===== src/rtl/pe_ctrl_pkg.sv =====
`default_nettype none
// ============================================================================
// Module   : pe_ctrl_pkg
// Brief    : Shared state encoding and datapath widths for the PE-array controller.
// Revision : 1.0
// ============================================================================
package pe_ctrl_pkg;

    localparam int NUM_PE_DEF = 4;
    localparam int IFMAP_W    = 8;
    localparam int WEIGHT_W   = 8;
    localparam int PROD_W     = 16;

    typedef enum logic [2:0] {
        IDLE    = 3'd0,
        LOAD_W  = 3'd1,
        COMPUTE = 3'd2,
        DRAIN   = 3'd3,
        DONE    = 3'd4
    } ctrl_state_e;

endpackage : pe_ctrl_pkg
`default_nettype wire


===== src/rtl/pe_array_ctrl.sv =====
`default_nettype none
// ============================================================================
// Module   : pe_array_ctrl
// Brief    : Load-weights / stream-ifmap / flush sequencer for a 1-D PE chain.
// Revision : 1.0
// ============================================================================
module pe_array_ctrl
    import pe_ctrl_pkg::*;
#(
    parameter int NUM_PE = NUM_PE_DEF,
    parameter int LEN_W  = 8,
    parameter int IDX_W  = $clog2(NUM_PE)
) (
    input  logic              clk,
    input  logic              reset,
    input  logic              start,
    input  logic [LEN_W-1:0]  cfg_len,
    input  logic              w_valid,
    output logic              w_ready,
    output logic [NUM_PE-1:0] weight_en,
    input  logic              if_valid,
    output logic              if_ready,
    output logic              if_zero,
    output logic              prod_out_en,
    output logic              red_valid,
    output logic              busy,
    output logic              done
);

    localparam logic [IDX_W-1:0] c_last_idx = IDX_W'(NUM_PE - 1);
    localparam logic [IDX_W-1:0] c_last_drn = IDX_W'(NUM_PE - 2);

    ctrl_state_e      state_q, state_d;
    logic [LEN_W-1:0] len_q, len_d;
    logic [IDX_W-1:0] w_idx_q, w_idx_d;
    logic [LEN_W-1:0] if_cnt_q, if_cnt_d;
    logic [IDX_W-1:0] drn_cnt_q, drn_cnt_d;
    logic             busy_q, busy_d;
    logic             done_q, done_d;
    logic             red_valid_q, red_valid_d;

    // ------------------------------------------------------------------
    // State and counter registers
    // ------------------------------------------------------------------
    always_ff @(posedge clk or posedge reset) begin
        if (reset) begin
            state_q     <= IDLE;
            len_q       <= '0;
            w_idx_q     <= '0;
            if_cnt_q    <= '0;
            drn_cnt_q   <= '0;
            busy_q      <= 1'b0;
            done_q      <= 1'b0;
            red_valid_q <= 1'b0;
        end else begin
            state_q     <= state_d;
            len_q       <= len_d;
            w_idx_q     <= w_idx_d;
            if_cnt_q    <= if_cnt_d;
            drn_cnt_q   <= drn_cnt_d;
            busy_q      <= busy_d;
            done_q      <= done_d;
            red_valid_q <= red_valid_d;
        end
    end

    // ------------------------------------------------------------------
    // Next-state and counter logic
    // ------------------------------------------------------------------
    always_comb begin
        state_d   = state_q;
        len_d     = len_q;
        w_idx_d   = w_idx_q;
        if_cnt_d  = if_cnt_q;
        drn_cnt_d = drn_cnt_q;

        case (state_q)
            IDLE: begin
                if (start) begin
                    len_d     = cfg_len;
                    w_idx_d   = '0;
                    if_cnt_d  = '0;
                    drn_cnt_d = '0;
                    state_d   = LOAD_W;
                end
            end
            LOAD_W: begin
                // w_ready is constantly high here, so w_valid alone is the handshake
                if (w_valid) begin
                    w_idx_d = w_idx_q + IDX_W'(1);
                    if (w_idx_q == c_last_idx) begin
                        state_d = (len_q == '0) ? DONE : COMPUTE;
                    end
                end
            end
            COMPUTE: begin
                if (if_valid) begin
                    if_cnt_d = if_cnt_q + LEN_W'(1);
                    if (if_cnt_q == len_q - LEN_W'(1)) begin
                        state_d = DRAIN;
                    end
                end
            end
            DRAIN: begin
                drn_cnt_d = drn_cnt_q + IDX_W'(1);
                if (drn_cnt_q == c_last_drn) begin
                    state_d = DONE;
                end
            end
            DONE: begin
                state_d = IDLE;
            end
            default: begin
                state_d = IDLE;
            end
        endcase

        // Status flags are registered from the decoded next state so they
        // line up exactly with state_q.
        busy_d      = (state_d != IDLE);
        done_d      = (state_d == DONE);
        red_valid_d = prod_out_en;
    end

    // ------------------------------------------------------------------
    // Output decode
    // ------------------------------------------------------------------
    always_comb begin
        w_ready     = 1'b0;
        weight_en   = '0;
        if_ready    = 1'b0;
        if_zero     = 1'b0;
        prod_out_en = 1'b0;

        case (state_q)
            LOAD_W: begin
                w_ready   = 1'b1;
                weight_en = w_valid ? (NUM_PE'(1) << w_idx_q) : '0;
            end
            COMPUTE: begin
                // A bubble leaves the chain frozen rather than shifting stale data
                if_ready    = 1'b1;
                prod_out_en = if_valid;
            end
            DRAIN: begin
                if_zero     = 1'b1;
                prod_out_en = 1'b1;
            end
            default: begin
                w_ready = 1'b0;
            end
        endcase
    end

    assign busy      = busy_q;
    assign done      = done_q;
    assign red_valid = red_valid_q;

endmodule : pe_array_ctrl
`default_nettype wire


===== config.mk =====
export PLATFORM = sky130hd
export DESIGN_NAME = pe_array_ctrl
export DESIGN_NICKNAME = d
export VERILOG_FILES = /design/src/rtl/pe_ctrl_pkg.sv /design/src/rtl/pe_array_ctrl.sv
export SDC_FILE = /design/constraint.sdc
export NUM_CORES = 1
export LEC_CHECK = 0
export BUFFER_PORTS_ARGS = -buffer_cell sky130_fd_sc_hd__buf_2
export CAP_MARGIN = 20
export CORE_MARGIN = 2
export CORE_UTILIZATION = 45
export DETAILED_ROUTE_END_ITERATION = 16
export PLACE_DENSITY = 0.7
export SLEW_MARGIN = 20
export SYNTH_ARGS = -nofsm -noshare
export SYNTH_HDL_FRONTEND = slang
export SYNTH_SLANG_ARGS = --single-unit

===== constraint.sdc =====
create_clock -name clk -period 1.5 [get_ports clk]
set_input_delay 0.075 -clock clk [delete_from_list [all_inputs] [get_ports clk]]
set_output_delay 0.075 -clock clk [all_outputs]
set_load 0.005 [all_outputs]

## Word-level counts from Yosys, hierarchy flattened

Index checks and enable logic that the tools add are counted.

- Word-level logic and storage cells: 54
- Input port bits: 13
- Output and inout port bits: 11
- Flip-flop bits (word level): 26

- Add/sub/neg operators: 4
- Reduce and logical (&&, ||, !) cells: 10
- Shift-type cells: 1
- Equal/unequal tests: 10
- Muxes and demuxes: 21

Operator list:

| operator | count |
|---|---|
| 2-to-1 mux 3 bit | 7 |
| 2-to-1 mux 8 bit | 2 |
| one-hot mux 8 bit (2 select lines) | 1 |
| one-hot mux 3 bit (4 select lines) | 1 |
| adder 8 x 1 -> 8 bit, second input constant | 1 |
| == test 8 bit | 1 |
| logical NOT 8 bit | 1 |
| 2-to-1 mux 4 bit | 2 |
| one-hot mux 2 bit (2 select lines) | 2 |
| subtractor 8 x 1 -> 8 bit, second input constant | 1 |
| == test 3 x 2 -> 1 bit, second input constant | 2 |
| != test 2 bit, second input constant | 3 |
| AND reduction 3 bit | 2 |
| nonzero test 2 bit | 3 |
| adder 2 x 1 -> 2 bit, second input constant | 2 |
| == test 2 bit, second input constant | 2 |
| 2-to-1 mux 2 bit | 2 |
| AND reduction 2 bit | 2 |
| left shift 1 x 2 -> 4 bit, first input constant | 1 |
| == test 3 x 1 -> 1 bit, second input constant | 1 |
| == test 3 bit, second input constant | 1 |
| logical NOT 3 bit | 1 |
| 2-to-1 mux 1 bit | 3 |
| nonzero test 3 bit | 1 |
| one-hot mux 1 bit (2 select lines) | 1 |

## Depth between registers and ports, before layout

- Word-level depth: 6
- Gate-level depth with buffers: 7
- Gate-level depth less buffers: 6

## Worst setup path before layout

OpenSTA, ideal clock, no wires.

- Path type: register -> register
- Start: register len_q[2]
- End: register done_q (netlist: done)
- Data arrival time: 1.542 ns
- Library setup time: 0.086 ns
- Required time: 1.414 ns
- Path slack: -0.128 ns
- Period minus slack after synthesis: 1.628 ns
- Path buffers: 0
- Cell stages (with the launch flop): 6
- Cell sequence: dfrtp_1 -> nor4_2 -> nand2_1 -> or3_1 -> o31a_1 -> nor3_1

- Longest elaborated chain between the ends: 6

RTL lines:

| item | RTL line | RTL |
|---|---|---|
| start: declaration | pe_array_ctrl.sv:34 | `logic [LEN_W-1:0] len_q, len_d;` |
| start signal: assignment | pe_array_ctrl.sv:57 | `len_q <= len_d;` |
| subtractor 8 x 1 -> 8 bit / logical NOT 8 bit (equally long branches) | pe_array_ctrl.sv:99, pe_array_ctrl.sv:92 |  |
| == test 8 bit / 2-to-1 mux 3 bit (equally long branches) | pe_array_ctrl.sv:99, pe_array_ctrl.sv:92 |  |
| 2-to-1 mux 3 bit (on tied branches) | pe_array_ctrl.sv:99, pe_array_ctrl.sv:91 |  |
| 2-to-1 mux 3 bit (on tied branches) | pe_array_ctrl.sv:97, pe_array_ctrl.sv:89 |  |
| one-hot mux 3 bit (4 select lines) (*) | pe_array_ctrl.sv:77 | `case (state_q)` |
| == test 3 bit (*) | pe_array_ctrl.sv:121 | `done_d = (state_d == DONE);` |
| via done_d | pe_array_ctrl.sv:39 | `logic done_q, done_d;` |
| end signal: assignment | pe_array_ctrl.sv:62 | `done_q <= done_d;` |
| end: declaration | pe_array_ctrl.sv:39 |  |

The timed path passes the listed nets; every way through them passes the cells marked *.
A chain may end at the register's enable or synchronous reset.

## Worst setup path in the final report

- Start: register len_q[5]
- End: register state_q[2]

- Longest elaborated chain between the ends: 5

RTL lines:

| item | RTL line | RTL |
|---|---|---|
| subtractor 8 x 1 -> 8 bit / logical NOT 8 bit (equally long branches) | pe_array_ctrl.sv:99, pe_array_ctrl.sv:92 |  |
| == test 8 bit / 2-to-1 mux 3 bit (equally long branches) | pe_array_ctrl.sv:99, pe_array_ctrl.sv:92 |  |
| 2-to-1 mux 3 bit (on tied branches) | pe_array_ctrl.sv:99, pe_array_ctrl.sv:91 |  |
| 2-to-1 mux 3 bit (on tied branches) | pe_array_ctrl.sv:97, pe_array_ctrl.sv:89 |  |
| one-hot mux 3 bit (4 select lines) (*) | pe_array_ctrl.sv:77 |  |
| via state_d[2] | pe_array_ctrl.sv:33 | `ctrl_state_e state_q, state_d;` |
| end signal: assignment | pe_array_ctrl.sv:56 | `state_q <= state_d;` |
| end: declaration | pe_array_ctrl.sv:33 |  |

Marked as above.

==> flow_summary.toml <==
[critical_path]
crit_slowest_cell = "dfrtp_1"
critical_path_class = "reg -> reg"
worst-r2r-setup-slack_ns = -0.17
path_delay_family = "simple AND/OR/NAND/NOR gates"
path_cells = "nor4_4 > nand2_1 > or3_4 > o31a_1 > nor3_2"
critical_path.max_stage_delay_ns = 0.43
r2r_start = "len_q[5]"
end_kind = "register"
r2r-end = "state_q[2]"
start_kind = "register"
arrival_ns = 1.93
r2r_cells = 5
cp_num_buf_inv = 0
required_ns = 1.76
critical_path_peak_fanout = 2

[die]
ios = 24
die_area_sq_um = 3705
rows = 20
start_util = 0.4766
die_x_microns = 60.87
die_h_microns = 60.87
core_sq_um = 3053

[placement]
portBuffers = 23
gp_congestion = 0.8010
hpwl_mm = 2.298

[grt]
grt_pass1_wl_mm = 5.409
grt_overflow = 0
grt_start_max_net_pins = 27
grt_pass1_vias = 1320
grt_usage = 0.1987
antenna_found_initial = 0

[cts]
clockBufferDepth = 2
clock-sinks = 26
htreeDepth = 1
cts_tree = "done"
path_clk_slew_ns = 0.14
root_buffer = "clkbuf_4"
cts_buffers = 3
worstSkewPairLatency_ns = 0.32

[routing]
viasPerCell = 4.989
dr.pass1.iters = 4
drc = 0
num_vias = 1307
drt_iter0_drc = 30
drt-total-wl_mm = 3.758
drtAntennaViolNets = 0
avgRoutedWirePerCell_microns = 14.34

[synthesis]
ys_types = 32
synth_area_sq_um = 1455
synth_edf_count = 0
syn_avg_cell_area_sq_um = 9.766
syn_nets = 169
synth-main-ff-cell = "dfrtp_1"
yosys_warnings = 0
ys_ff_latch = 26
ys_seq_area_frac = 0.4471
async_reset_ff_frac = 1.000
syn_inst = 149

[finish]
drive_gt1_frac = 0.4450
final_nets = 240
diodes = 0
fill_cells = 224
area_growth_pct = 51.76

[sta]
slew_viol_final = 0
min_period_ns = 1.673
finalCritPeriodShare = 1.116
fin_setup_tns_ns = -2.275
worst_slew_margin_rel = 0.7668
hold_viol = 0
max_freq_mhz = 597.6
setup_ws_ns = -0.1733
setup_viol = 21
rsz0062_at_grt = "true"
finalClockSkew_ns = 0.003551
worst_pin_slew_ns = 0.3498

[pwr]
vdd_drop_max_v = 0.0008370
p_leak_nw = 1.058
total_power_w = 0.003788
power.density_nw_per_um2 = 1715

[hold_path]
holdPathStages = 4
worstHoldStart = "w_valid"
hp-class = "in -> reg"
min_to = "state_q[0]"

[outcome]
violations = "setup timing"
outcome = "finished, violations left"

[job]
drv_cap = 0
==> tightest hold or removal path: stages <==
cell and delay (ns):
buf_2 0.13, nand2_1 0.08, a211oi_1 0.08, o31ai_1 0.07
==> final cells by class <==
class | instances | area, sq um | area share
timing repair buffer | 72 | 526.8 | 0.2385
sequential | 26 | 651.9 | 0.2952
inverter | 9 | 33.78 | 0.01530
clock buffer | 3 | 22.52 | 0.01020
multi-input combinational | 108 | 918.4 | 0.4159
tap | 44 | 55.05 | 0.02493
==> what timing repair did <==
| action | in CTS | in global routing |
|---|---|---|
| pin swaps | 10 | 11 |
| hold endpoints to repair | 36 | 0 |
| buffers inserted | 10 | 8 |
| hold buffers | 11 | 0 |
| gates resized for setup | 16 | 23 |
| endpoints found under the setup margin | 11 | 24 |
| cloned | 0 | 1 |
==> stage by stage <==
step | std cells | hold WS, ns | cell area [sq um] | util | worst slack (ns)
after detailed placement | 231 | 0.1534 | 1763 | 0.5775 | -0.2441
final | 262 | 0.1390 | 2208 | 0.7234 | -0.1733
after global placement | 231 | 0.1384 | 1763 | 0.5775 | -0.1424
after floorplan | 149 | 0.1150 | 1458 | - | -0.1020
after CTS | 255 | 0.1212 | 2033 | 0.6660 | -0.1654
after global routing | 262 | 0.1482 | 2208 | 0.7234 | -0.2527
==> cells by family (layout without fill, tap and decap cells) <==
kind of cell,count (synthesis),in the layout,share of synthesized area
simple gates,60,60,0.2115
flops,26,26,0.4471
xor+xnor,18,18,0.1083
buf+inv,15,84,0.04127
compound gates,14,14,0.06363
mux,9,9,0.06793
fa+ha+maj,7,7,0.06019
==> sequential cells by signal, indices dropped and copies added (netlist names) <==
register,count
red_valid,1
if_cnt_q,8
len_q,8
done,1
busy,1
drn_cnt_q,2
state_q,3
w_idx_q,2
==> report_power, final <==
part	switching, W	internal (W)	leakage (nW)
logic	0.00106	0.00127	0.714
registers	0.000219	0.000937	0.331
clock network	0.000208	0.0000943	0.0138
==> how the worst max path moves through the flow <==
stage,from,end,slack [ns],depth (start not counted)
floorplan,len_q[5],done,-0.10,5
global placement,len_q[5],done,-0.14,5
detailed placement,len_q[5],done,-0.24,5
CTS,len_q[2],done,-0.17,5
global route,state_q[1],if_cnt_q[7],-0.25,7
finish,len_q[5],state_q[2],-0.17,5
==> layout by cell type (no fill, tap or decap), types with 2 or more instances in the layout <==
| cell | n |
|---|---|
| mux2_2 | 5 |
| o21ai_0 | 5 |
| nand2_1 | 12 |
| nor4_2 | 2 |
| xnor2_1 | 6 |
| nor2_1 | 15 |
| buf_4 | 32 |
| inv_2 | 2 |
| inv_1 | 7 |
| mux2_4 | 2 |
| and3_1 | 5 |
| ha_1 | 6 |
| nand2b_1 | 2 |
| nor3_1 | 2 |
| clkbuf_4 | 3 |
| buf_6 | 5 |
| xor2_1 | 10 |
| buf_2 | 24 |
| dlygate4sd3_1 | 11 |
| dfrtp_1 | 25 |
| nor3_2 | 4 |
| nand3_1 | 3 |
| nand3_2 | 2 |
| nand4_1 | 3 |
==> synth_stat cells (all sizes together) (2+ instances only) <==
master | count | share of area
nand3 | 5 | 0.017
nand2b | 3 | 0.013
and3 | 5 | 0.021
buf | 3 | 0.010
o21ai | 6 | 0.021
nand4 | 3 | 0.013
xnor2 | 7 | 0.042
nor2 | 16 | 0.041
a211oi | 2 | 0.010
nor4 | 3 | 0.017
xor2 | 11 | 0.066
dfrtp | 26 | 0.45
clkbuf | 3 | 0.0077
ha | 7 | 0.060
mux2 | 7 | 0.054
inv | 9 | 0.023
mux2i | 2 | 0.014
nand2 | 12 | 0.031
or2 | 2 | 0.0086
nor3 | 6 | 0.021
==> per-layer routing <==
layer / global-route usage / routed length, microns
met3: 0.02132 / 95
met1: 0.2315 / 1543
met4: 0.09627 / 48
met2: 0.3610 / 2070
met5: 0 / 0
Power figures use the tool's default switching activity.
